`config.mk`:
```
export PLATFORM = sky130hd
export DESIGN_NAME = adc_scan_sequencer
export DESIGN_NICKNAME = d
export VERILOG_FILES = /design/src/rtl/adc_scan_sequencer_pkg.sv /design/src/rtl/adc_chan_pick.sv /design/src/rtl/adc_scan_sequencer.sv
export SDC_FILE = /design/constraint.sdc
export NUM_CORES = 1
export LEC_CHECK = 0
export ABC_AREA = 1
export CAP_MARGIN = 10
export CORE_UTILIZATION = 45
export CTS_BUF_LIST = sky130_fd_sc_hd__clkbuf_4 sky130_fd_sc_hd__clkbuf_8 sky130_fd_sc_hd__clkbuf_16
export CTS_CLUSTER_SIZE = 30
export DETAILED_ROUTE_END_ITERATION = 12
export PLACE_DENSITY = 0.75
export SLEW_MARGIN = 20
export SYNTH_ARGS = -nofsm -noshare
export SYNTH_HDL_FRONTEND = slang
export SYNTH_SLANG_ARGS = --single-unit
```
`constraint.sdc`:
```
create_clock -name Clk -period 1.5 [get_ports Clk]
set_input_delay 0.3 -clock Clk [delete_from_list [all_inputs] [get_ports Clk]]
set_output_delay 0.3 -clock Clk [all_outputs]
set_load 0.005 [all_outputs]
```
`src/rtl/adc_scan_sequencer_pkg.sv`:
```
`default_nettype none
// ============================================================================
// Module      : adc_scan_sequencer_pkg
// Description : Shared state encoding and default timing constants for the
//               ADC scan sequencer.
// Revision    : 1.0 - initial release
// ============================================================================
package adc_scan_sequencer_pkg;

    typedef enum logic [2:0] {
        ST_IDLE    = 3'd0,
        ST_SETTLE  = 3'd1,
        ST_START   = 3'd2,
        ST_CONVERT = 3'd3,
        ST_STORE   = 3'd4
    } state_t;

    localparam int DEF_BITS           = 6;
    localparam int DEF_CHANNELS       = 4;
    localparam int DEF_SETTLE_CYCLES  = 3;
    localparam int DEF_TIMEOUT_CYCLES = 20;

endpackage
`default_nettype wire

```
`src/rtl/adc_chan_pick.sv`:
```
`default_nettype none
// ============================================================================
// Module      : adc_chan_pick
// Description : Priority encoder returning the lowest set mask bit above the
//               current index (or from bit 0 when i_first is set).
// Revision    : 1.0 - initial release
// ============================================================================
module adc_chan_pick #(
    parameter int CHANNELS = 4,
    parameter int CHAN_W   = 2
) (
    input  logic [CHANNELS-1:0] i_mask,
    input  logic [CHAN_W-1:0]   i_cur,
    input  logic                i_first,
    output logic [CHAN_W-1:0]   o_next,
    output logic                o_any
);

    // Scan downwards so the lowest qualifying index is the last one written.
    always_comb begin
        o_next = '0;
        o_any  = 1'b0;
        for (int i = CHANNELS - 1; i >= 0; i--) begin
            if (i_mask[i] && (i_first || (CHAN_W'(i) > i_cur))) begin
                o_next = CHAN_W'(i);
                o_any  = 1'b1;
            end
        end
    end

endmodule
`default_nettype wire

```
`src/rtl/adc_scan_sequencer.sv`:
```
`default_nettype none
// ============================================================================
// Module      : adc_scan_sequencer
// Description : Multi-channel scan controller: selects mux channel, settles,
//               starts the SAR ADC, captures results and streams them tagged.
// Revision    : 1.0 - initial release
// ============================================================================
module adc_scan_sequencer
    import adc_scan_sequencer_pkg::*;
#(
    parameter int BITS           = DEF_BITS,
    parameter int CHANNELS       = DEF_CHANNELS,
    parameter int SETTLE_CYCLES  = DEF_SETTLE_CYCLES,
    parameter int TIMEOUT_CYCLES = DEF_TIMEOUT_CYCLES,
    parameter int CHAN_W         = $clog2(CHANNELS)
) (
    input  logic                Clk,
    input  logic                Reset,
    input  logic                Trigger,
    input  logic                Enable,
    input  logic [CHANNELS-1:0] ChanMask,
    input  logic                ErrClear,
    output logic                AdcStart,
    input  logic                AdcDone,
    input  logic [BITS-1:0]     AdcResult,
    output logic [CHAN_W-1:0]   MuxSel,
    output logic                MuxEn,
    output logic                Busy,
    output logic                ResultValid,
    output logic [CHAN_W-1:0]   ResultChan,
    output logic [BITS-1:0]     ResultData,
    output logic                ScanDone,
    output logic                Timeout
);

    localparam int C_CNT_MAX = (TIMEOUT_CYCLES > SETTLE_CYCLES) ? TIMEOUT_CYCLES : SETTLE_CYCLES;
    localparam int C_CNT_W   = $clog2(C_CNT_MAX + 1);

    state_t                state_q, state_d;
    logic [CHANNELS-1:0]   mask_q, mask_d;
    logic [C_CNT_W-1:0]    cnt_q, cnt_d;
    logic                  done_prev_q;
    logic                  adc_start_q, adc_start_d;
    logic [CHAN_W-1:0]     mux_sel_q, mux_sel_d;
    logic                  mux_en_q, mux_en_d;
    logic                  busy_q, busy_d;
    logic                  result_valid_q, result_valid_d;
    logic [CHAN_W-1:0]     result_chan_q, result_chan_d;
    logic [BITS-1:0]       result_data_q, result_data_d;
    logic                  scan_done_q, scan_done_d;
    logic                  timeout_q, timeout_d;

    logic [CHANNELS-1:0]   w_mask_clr;
    logic [CHANNELS-1:0]   w_pick_mask;
    logic                  w_pick_first;
    logic [CHAN_W-1:0]     w_pick_idx;
    logic                  w_pick_any;
    logic                  w_done_rise;

    // One encoder serves both the first pick (from IDLE) and the advance (from STORE).
    assign w_mask_clr   = mask_q & ~(CHANNELS'(1) << mux_sel_q);
    assign w_pick_first = (state_q == ST_IDLE);
    assign w_pick_mask  = w_pick_first ? ChanMask : w_mask_clr;
    assign w_done_rise  = AdcDone & ~done_prev_q;

    adc_chan_pick #(
        .CHANNELS (CHANNELS),
        .CHAN_W   (CHAN_W)
    ) u_chan_pick (
        .i_mask  (w_pick_mask),
        .i_cur   (mux_sel_q),
        .i_first (w_pick_first),
        .o_next  (w_pick_idx),
        .o_any   (w_pick_any)
    );

    always_comb begin
        state_d        = state_q;
        mask_d         = mask_q;
        cnt_d          = cnt_q;
        adc_start_d    = 1'b0;
        mux_sel_d      = mux_sel_q;
        mux_en_d       = mux_en_q;
        result_valid_d = 1'b0;
        result_chan_d  = result_chan_q;
        result_data_d  = result_data_q;
        scan_done_d    = 1'b0;
        timeout_d      = timeout_q & ~ErrClear;

        case (state_q)
            ST_IDLE: begin
                if ((Trigger || Enable) && w_pick_any) begin
                    mask_d    = ChanMask;
                    mux_sel_d = w_pick_idx;
                    mux_en_d  = 1'b1;
                    cnt_d     = '0;
                    state_d   = ST_SETTLE;
                end
            end
            ST_SETTLE: begin
                if (cnt_q == C_CNT_W'(SETTLE_CYCLES - 1)) begin
                    cnt_d   = '0;
                    state_d = ST_START;
                end else begin
                    cnt_d = cnt_q + C_CNT_W'(1);
                end
            end
            ST_START: begin
                adc_start_d = 1'b1;
                cnt_d       = '0;
                state_d     = ST_CONVERT;
            end
            ST_CONVERT: begin
                if (w_done_rise) begin
                    result_valid_d = 1'b1;
                    result_chan_d  = mux_sel_q;
                    result_data_d  = AdcResult;
                    state_d        = ST_STORE;
                end else if (cnt_q == C_CNT_W'(TIMEOUT_CYCLES - 1)) begin
                    // Skipped channel: no result, but advance exactly as a normal store.
                    timeout_d = 1'b1;
                    state_d   = ST_STORE;
                end else begin
                    cnt_d = cnt_q + C_CNT_W'(1);
                end
            end
            ST_STORE: begin
                mask_d = w_mask_clr;
                if (w_pick_any) begin
                    mux_sel_d = w_pick_idx;
                    cnt_d     = '0;
                    state_d   = ST_SETTLE;
                end else begin
                    scan_done_d = 1'b1;
                    mux_en_d    = 1'b0;
                    state_d     = ST_IDLE;
                end
            end
            default: state_d = ST_IDLE;
        endcase

        busy_d = (state_d != ST_IDLE);
    end

    always_ff @(posedge Clk or posedge Reset) begin
        if (Reset) begin
            state_q        <= ST_IDLE;
            mask_q         <= '0;
            cnt_q          <= '0;
            done_prev_q    <= 1'b0;
            adc_start_q    <= 1'b0;
            mux_sel_q      <= '0;
            mux_en_q       <= 1'b0;
            busy_q         <= 1'b0;
            result_valid_q <= 1'b0;
            result_chan_q  <= '0;
            result_data_q  <= '0;
            scan_done_q    <= 1'b0;
            timeout_q      <= 1'b0;
        end else begin
            state_q        <= state_d;
            mask_q         <= mask_d;
            cnt_q          <= cnt_d;
            done_prev_q    <= AdcDone;
            adc_start_q    <= adc_start_d;
            mux_sel_q      <= mux_sel_d;
            mux_en_q       <= mux_en_d;
            busy_q         <= busy_d;
            result_valid_q <= result_valid_d;
            result_chan_q  <= result_chan_d;
            result_data_q  <= result_data_d;
            scan_done_q    <= scan_done_d;
            timeout_q      <= timeout_d;
        end
    end

    assign AdcStart    = adc_start_q;
    assign MuxSel      = mux_sel_q;
    assign MuxEn       = mux_en_q;
    assign Busy        = busy_q;
    assign ResultValid = result_valid_q;
    assign ResultChan  = result_chan_q;
    assign ResultData  = result_data_q;
    assign ScanDone    = scan_done_q;
    assign Timeout     = timeout_q;

endmodule
`default_nettype wire

```
### After elaboration in Yosys (flattened, before gate mapping)

Cells that the tools add are included.

* bits in registers: 29
* input port bits: 16
* output and inout bits: 16
* logic and storage cells: 92

* $add $sub $neg: 1
* $lt $le $gt $ge: 4
* eq/ne operators: 11
* shift operators: 1
* mux-type cells: 37
* bitwise operators: 6
* reductions and logical operators: 19

Operators with widths (count)
* two-way mux 5 bit: 5
* case mux 5 bit (5 select lines): 1
* two-way mux 1 bit: 15
* case mux 3 bit (5 select lines): 1
* two-way mux 2 bit: 6
* two-way mux 3 bit: 4
* inequality test 2 bit (second input constant): 5
* two-way mux 4 bit: 2
* case mux 4 bit (2 select lines): 1
* == test 3 x 2 -> 1 bit (second input constant): 2
* AND reduction 3 bit: 2
* adder 5 x 1 -> 5 bit (second input constant): 1
* == test 5 x 2 -> 1 bit (second input constant): 1
* == test 5 bit (second input constant): 1
* logical AND 1 bit: 5
* logical OR 1 bit: 5
* AND reduction 5 bit: 1
* nonzero test 5 bit: 1
* AND 4 bit: 1
* greater-than comparator 1 x 2 -> 1 bit (first input constant): 2
* greater-than comparator 2 bit (first input constant): 2
* NOT 4 bit: 1
* case mux 2 bit (2 select lines): 1
* AND reduction 2 bit: 2
* 9 further kinds: 11

### Logic depth before layout (Yosys ltp)

* depth after elaboration: 13
* gate-level depth with buffers: 12
* mapped depth without buffers: 12

### By module

From an unflattened synthesis, not the netlist that was laid out.

* cell total of the unflattened synthesis: 208
* area, all modules: 1569.0 um^2

By module, submodules not included
* adc_scan_sequencer: instances 1, cells each 192, area each 1488.9 um^2, sequential area each 725.7 um^2
* adc_chan_pick: instances 1, cells each 16, area each 80.1 um^2, sequential area each 0.0 um^2

### Least setup slack after synthesis

OpenSTA, ideal clock, no wires.

* path kind: register to register
* start point: register cnt_q[0]
* end point: register cnt_q[4]
* library setup time: 0.117 ns
* arrival: 1.325 ns
* data required time: 1.383 ns
* setup slack: 0.058 ns
* cell stages (with the launch flop): 10
* buffers on the path: 0
* period minus slack after synthesis: 1.442 ns
* cells stage by stage: dfrtp_1 ha_1 nand3_1 nor2_1 nor2_1 nand2_1 a21oi_4 nand2_4 nand2_1 nand2_1

* cells in the longest elaborated chain, start to end: 4
* elaborated cells on any way between the ends: 9
* classes of those cells: add/sub: 1; eq/ne: 3; mux: 4; reduce/logical: 1

Ends and longest elaborated chain
* start: declaration: line adc_scan_sequencer.sv:41 `logic [C_CNT_W-1:0] cnt_q, cnt_d;`
* start signal: assignment: line adc_scan_sequencer.sv:163 `cnt_q <= cnt_d;`
* adder 5 x 1 -> 5 bit: line adc_scan_sequencer.sv:105, adc_scan_sequencer.sv:124
* two-way mux 5 bit: line adc_scan_sequencer.sv:119 `end else if (cnt_q == C_CNT_W'(TIMEOUT_CYCLES - 1)) begin`
* two-way mux 5 bit: line adc_scan_sequencer.sv:114 `if (w_done_rise) begin`
* case mux 5 bit (5 select lines): line adc_scan_sequencer.sv:90 `case (state_q)`

Several ways; a longest one is shown, not always the timed one. The select of a mux whose other input is x is not followed.
A chain may end at the register's enable or synchronous reset.

### Final worst setup path

* start point: register state_q[0]
* end point: register cnt_q[3]

* cells in the longest elaborated chain, start to end: 10
* elaborated cells on any way between the ends: 26
* classes of those cells: eq/ne: 8; mux: 6; reduce/logical: 12

Ends and longest elaborated chain
* start: declaration: line adc_scan_sequencer.sv:39 `state_t state_q, state_d;`
* start signal: assignment: line adc_scan_sequencer.sv:161 `state_q <= state_d;`
* zero test 3 bit: line adc_scan_sequencer.sv:62, adc_scan_sequencer.sv:90
* two-way mux 4 bit or logical OR 1 bit (tied branches): line adc_scan_sequencer.sv:63, adc_chan_pick.sv:24
* logical AND 1 bit: line adc_chan_pick.sv:24 `if (i_mask[i] && (i_first || (CHAN_W'(i) > i_cur))) begin`
* two-way mux 1 bit (4 in a row): line adc_chan_pick.sv:24
* logical AND 1 bit: line adc_scan_sequencer.sv:92 `if ((Trigger || Enable) && w_pick_any) begin`
* inequality test 2 bit (no source line)
* AND reduction 5 bit (no source line)

Several ways; a longest one is shown, not always the timed one.

==> key figures <==
Outcome
  • Status: complete, but fails checks
  • Failing checks: setup timing

Final layout
  • Diodes inserted: 0
  • Most frequent cells in the layout: nand2_1, buf_4, dfrtp_1, inv_1, nor2_1
  • P&R area growth vs syn: 46.5%
  • Total Nets Final: 268
  • Number of fill cells: approximately 280
  • Layout cells sized above 1: approximately a quarter
  • Design area: about 0.0022 mm2
  • Layout Cells excl Fill: 293
  • Most common cell after layout, fill and taps aside: nand2_1

Floorplan
  • Cell Rows: 20
  • Width of the die: between 50 and 60 um
  • Die height: approximately 59 um
  • Core box area: 0.00308 mm2
  • Area of the die: approximately 0.0035 mm2
  • Initial Util: 48.0%
  • # IOs: 32

STA
  • Final min period: between 1.5 and 2 ns
  • Final setup violating endpoints: 13
  • Slew margin rel.: 75.4%
  • Slack of the critical path: -0.117 ns
  • Tcrit/Tclk final: 108%
  • Hold_ws: 0.266 ns
  • Max-slew violation count: 0
  • RSZ-0062 raised after global routing: true
  • Final hold violation count: 0
  • Clock skew: 0.00319 ns
  • Peak Freq: about 620 MHz
  • Tightest Pin Transition: approximately 0.37 ns

Place
  • DP Worst Slack: -0.218 ns
  • I/O Buffers: 31
  • Post-Place Cells: 282
  • Placed Area: around 0.0020 mm2
  • Final HPWL DP: roughly 2500 um
  • RePlAce Congestion: 0.870

Route
  • Wl on met1: 1530 um
  • Via count: between 1000 and 1500
  • Drt first pass iters: 4
  • WL/cell: between 10 and 15 um
  • Top layer in use: met4
  • DRC Markers: 0
  • WL final: roughly 3400 um
  • 1st-iter DRT viols: 76
  • Metal3 WL: about 130 um
  • Met2 routed WL: around 1700 um
  • Vias per inst: just under 5
  • Antenna Violating Nets Remaining: 0

Global route
  • Largest net degree at the start of global routing: 18
  • Initial antenna violation count: 0
  • Total grt overflow: 0
  • Vias in the first global route: roughly 1400
  • Overall Global Routing Usage: between 20% and 30%
  • First-pass GRT wire length: 5710 um

Synthesis
  • Xor and xnor area share after synthesis: roughly 1.8%
  • Register area share after synthesis: between 40% and 50%
  • Synth Area per Inst: 8.03 um2
  • Compound-gate portion of the synthesized area: approximately 6.0%
  • Synth cell types: 25
  • Leading area contributor after synthesis: dfrtp_1
  • Multiplexer share of the synthesized area: 0%
  • Share of the synthesized area in the top cell type: ~47%
  • Synthesized net count: 202
  • Synth area leaders: dfrtp_1, nand2_1, nand3_1
  • Synthesized cell area: approximately 0.0015 mm2
  • Synth Area in Simple Gates: between 30% and 40%
  • Largest family of logic cells by synthesized area: simple AND/OR/NAND/NOR gates
  • FF+latch count, synth: 28
  • Warnings from Yosys: 0
  • Synth Area in Adders: around 1.7%
  • Post-Synthesis Cells: around 180

Setup path
  • CP max stage delay: 0.44 ns
  • Required time of the critical path: approximately 1.8 ns
  • Crit Path Class: register to register
  • Nature of the critical path endpoint: register
  • Critical path's top delay family: simple AND/OR/NAND/NOR gates
  • CP arrival: 1.86 ns
  • RR Startpoint: state_q[0]$_DFF_PP0_
  • CP max-delay cell: dfrtp_1
  • Worst Setup SP: state_q[0]$_DFF_PP0_
  • Critical Path Source Type: register
  • CP bufs+invs: 0
  • Crit-path cells: nor2_4 > nand2_4 > nand2_1 > nand2_1 > nand2_2 > nor2_2 > a21oi_4 > nand2_4 > nand2_1 > nand2_1
  • Most frequent CP cell: nand2_1
  • CP max FO: 7

Clock tree
  • H-tree depth: 1
  • Cts bufs inserted: 3
  • Clock sink count: 28
  • Clk Tree Root Cell: clkbuf_4
  • CTS tree: done
  • Worst-skew pair later-pin latency: ~0.33 ns
  • Worst-path clk slew: about 0.16 ns
  • Hold Buf Count CTS: 0
  • Clock buffer depth: 2

Flow run
  • Max_cap viols: 0

Power and ir drop
  • Total power: 3750 uW
  • PD cells: around 1700 mW/mm2
  • Leak Pwr: between 0.001 and 0.0015 uW
  • Worst IR Drop VDD: ~0.74 mV

Hold path
  • HP Class: input pin to asynchronous set/reset pin
## through the flow
step           util, %  TNS, ns
6_report          70.3    -1.13
5_1_grt           70.3    -2.15
3_5_place_dp      65.6    -2.63
3_3_place_gp      65.6    -1.56
2_1_floorplan        -        0
4_1_cts           68.9   -0.438
## repair_timing
action,4_1_cts,5_1_grt
hold endpoints to repair,0,0
setup buffers,6,1
resized for setup,19,13
endpoints found under the setup margin,25,16
pin swaps,4,2
## registers in the layout (all words and copies together) (netlist names)
name / cells
mask_q: 3
MuxEn: 1
ScanDone: 1
done_prev_q: 1
ResultValid: 1
ResultChan: 2
MuxSel: 2
ResultData: 6
Timeout: 1
state_q: 3
Busy: 1
AdcStart: 1
cnt_q: 5
## synthesized netlist by cell type
master	instances
nand4_1	1
o32ai_1	1
inv_1	17
o211ai_1	1
nand3b_1	1
a31oi_1	1
nand3_4	1
nand3_1	18
ha_1	2
dfrtp_1	28
o21ai_0	7
nand3_2	1
a21oi_4	1
nand2_1	59
inv_2	3
o21ai_1	3
or2_2	1
buf_2	1
xnor2_1	1
xor2_1	2
nor2_4	3
nor2_1	21
nand2_4	5
nand2_2	3
nor3_1	2
## final cells by class
class	instances	area, um2	area share, %
tap	44	55.1	2.54
multi-input combinational	135	739	34.2
clock buffer	3	22.5	1.04
clock inverter	1	30.0	1.39
inverter	20	75.1	3.47
sequential	28	701	32.4
timing repair buffer	62	542	25.0
## where the power goes
| part | total, uW | internal, uW | switching [uW] | leakage (uW) |
|---|---|---|---|---|
| registers | 1140 | 1000 | 135 | 0.000353 |
| clock network | 502 | 270 | 232 | 0.0000279 |
| logic | 2110 | 967 | 1140 | 0.000798 |
| total | 3750 | 2240 | 1510 | 0.00118 |
## cells by family after synthesis
logic type	after synthesis
AND/OR/NAND/NOR	116
flip-flops	28
buffers and inverters	21
AO/OA/AOI/OAI	14
XOR/XNOR	3
adder cells (fa/ha/maj)	2
## worst paths after layout
check | cells past startpoint | end | slack (ns)
max in group asynchronous | 3 | mask_q[1]$_DFFE_PP0P_ | 1.02
worst min register to register | 2 | ResultData[5]$_DFFE_PP0P_ | 0.48
worst max register to register | 10 | cnt_q[3]$_DFFE_PP0P_ | -0.12
worst min-delay path | 3 | ResultData[2]$_DFFE_PP0P_ | 0.27
min in group Clk | 1 | done_prev_q$_DFF_PP0_ | 0.42
worst max-delay path | 10 | cnt_q[3]$_DFFE_PP0P_ | -0.12
## layer usage
metal  up-vias  global-route usage, %
met4         0                   6.80
li1        709                      -
met1       665                   25.9
met2        35                   39.3
met5         -                      0
met3         4                   2.62
## tightest hold or removal path, cell delays in order
cell	delay (ns)
clkdlybuf4s50_1	0.41
inv_1	0.07
buf_4	0.19
Note: power is estimated with default switching activity, not from simulation.
==> edit (config.mk and constraints unchanged) <==
Re-encode `state_t` (5 states) as one-hot, 5 bits wide.
--- a/src/rtl/adc_scan_sequencer_pkg.sv
+++ b/src/rtl/adc_scan_sequencer_pkg.sv
@@ -8,10 +8,10 @@
 package adc_scan_sequencer_pkg;
 
-    typedef enum logic [2:0] {
-        ST_IDLE    = 3'd0,
-        ST_SETTLE  = 3'd1,
-        ST_START   = 3'd2,
-        ST_CONVERT = 3'd3,
-        ST_STORE   = 3'd4
+    typedef enum logic [4:0] {
+        ST_IDLE    = 5'b00001,
+        ST_SETTLE  = 5'b00010,
+        ST_START   = 5'b00100,
+        ST_CONVERT = 5'b01000,
+        ST_STORE   = 5'b10000
     } state_t;
 
Behaviour: same outputs for any inputs over 10 cycles, from zero or initial values and one cycle with Reset high; not proved beyond that.
==> edit against the unedited design <==
The flow still finishes with violations (negative setup slack). Global-route usage increased by 0.083 points. Combinational power decreased by 5%. Synthesized area increased by 5.8%. Synthesized cell count increased by 3.8%. Setup slack got worse by 0.16 ns. Total power decreased by 6.9%. Wire length increased by 12%. Hold slack improved by 0.034 ns. Via count increased by 5.6%. Cell area increased by 12%. Sequential cell count increased by 2.
==> edit: results <==
[status]
status = "complete, but fails checks"
violations = "negative setup slack"

[synthesis]
synth_area_per_cell_um2 = 8.18
syn_nets = 209
synth_area_leaders = "dfrtp_1, nand2_1, inv_1"
yosysSeqAreaShare = 0.481
synth_common_cells = "nand2_1, dfrtp_1, inv_1, nand3_1, nor2_1"

[global_routing]
grt_pass1_wl_um = 5750
global_route.usage.total = 0.215

[place]
dpl.hpwl_um = 2580
place_ws_ns = -0.227
placed_cell_area_um2 = 2190
place_congestion = 0.894

[timing]
fin_tns_setup_ns = -3.40
setup_viol = 20
fin_skew_ns = 0.00209
worst_slack_ns = -0.281

[setup_path]
r2r-start = "state_q[0]"
critPathMaxFanout = 6
slowest_stage = "dfstp_2"
arrival_ns = 2.01

[clock_network]
htreeDepth = 2
clkTransAtPathRegs_ns = 0.09
numCtsBuffers = 5

[pwr]
powerDensity_nw_per_um2 = 1450
swShare = 0.404
ir_worst_vdd_uv = 1070

[routing]
initialDrtViolationCount = 44
routed_wl_um = 3760
drt-vias-per-instance = 4.74

[cells_and_area]
layout-drive-gt1-share = 0.327
final_cells = 315
nNetsFinal = 287
fillers = 256
==> edit: logic make-up after synthesis <==
logic type | Yosys count | share of synthesized area
AO/OA/AOI/OAI | 14 | 0.0472
XOR/XNOR | 3 | 0.0168
adder cells (fa/ha/maj) | 2 | 0.0160
buffers and inverters | 25 | 0.0600
flip-flops | 30 | 0.481
AND/OR/NAND/NOR | 117 | 0.379
==> edit: tightest hold or removal path: cells and delay by family <==
family,cells,cell delay [ns]
buffers and inverters,3,0.68
==> edit: area by class of cell <==
class,count,share of cell area
Clock buffer,5,0.0156
Clock inverter,2,0.00415
Inverter,25,0.0389
Multi-Input combinational cell,136,0.330
Sequential cell,30,0.312
Tap cell,46,0.0238
Timing Repair Buffer,70,0.273
Timing Repair inverter,1,0.00311
==> edit: routing by layer <==
layer,wire length [um],vias to the layer above,part of all wire,global-route usage
li1,-,761,-,-
met1,1610,686,0.43,0.273
met2,1850,37,0.49,0.363
met5,0,-,0,0
met4,82,0,0.022,0.0877
met3,214,8,0.057,0.0405
==> edit: stage by stage <==
step	total power (uW)	hold WS [ns]
after CTS	3310	0.304
after global placement	2680	0.453
after global routing	3770	0.314
after detailed placement	2700	0.461
final	3490	0.299
after floorplan	2070	0.331
==> edit: final timing paths <==
| kind | to | slack [ns] | depth (start not counted) |
|---|---|---|---|
| worst max-delay path | MuxSel[0] | -0.28 | 11 |
| worst min-delay path | ResultData[2] | 0.30 | 3 |
| worst max register to register | MuxSel[0] | -0.28 | 11 |
| worst min register to register | MuxEn | 0.47 | 2 |
| max in group asynchronous | state_q[0] | 0.96 | 3 |
| min in group Clk | done_prev_q | 0.45 | 1 |
==> edit: repair_timing <==
action / 4_1_cts / 5_1_grt
setup buffers: 4 / 5
gates cloned: 0 / 1
gates resized for setup: 10 / 31
pin swaps: 1 / 10
endpoints found under the setup margin: 26 / 35
==> edit: power groups by stage <==
stage | clock (uW) | sequential (uW) | combinational (uW)
2_1_floorplan | 0 | 1070 | 995
3_3_place_gp | 0 | 1070 | 1610
3_5_place_dp | 0 | 1070 | 1630
4_1_cts | 453 | 1050 | 1810
5_1_grt | 493 | 1080 | 2200
6_report | 433 | 1060 | 2000
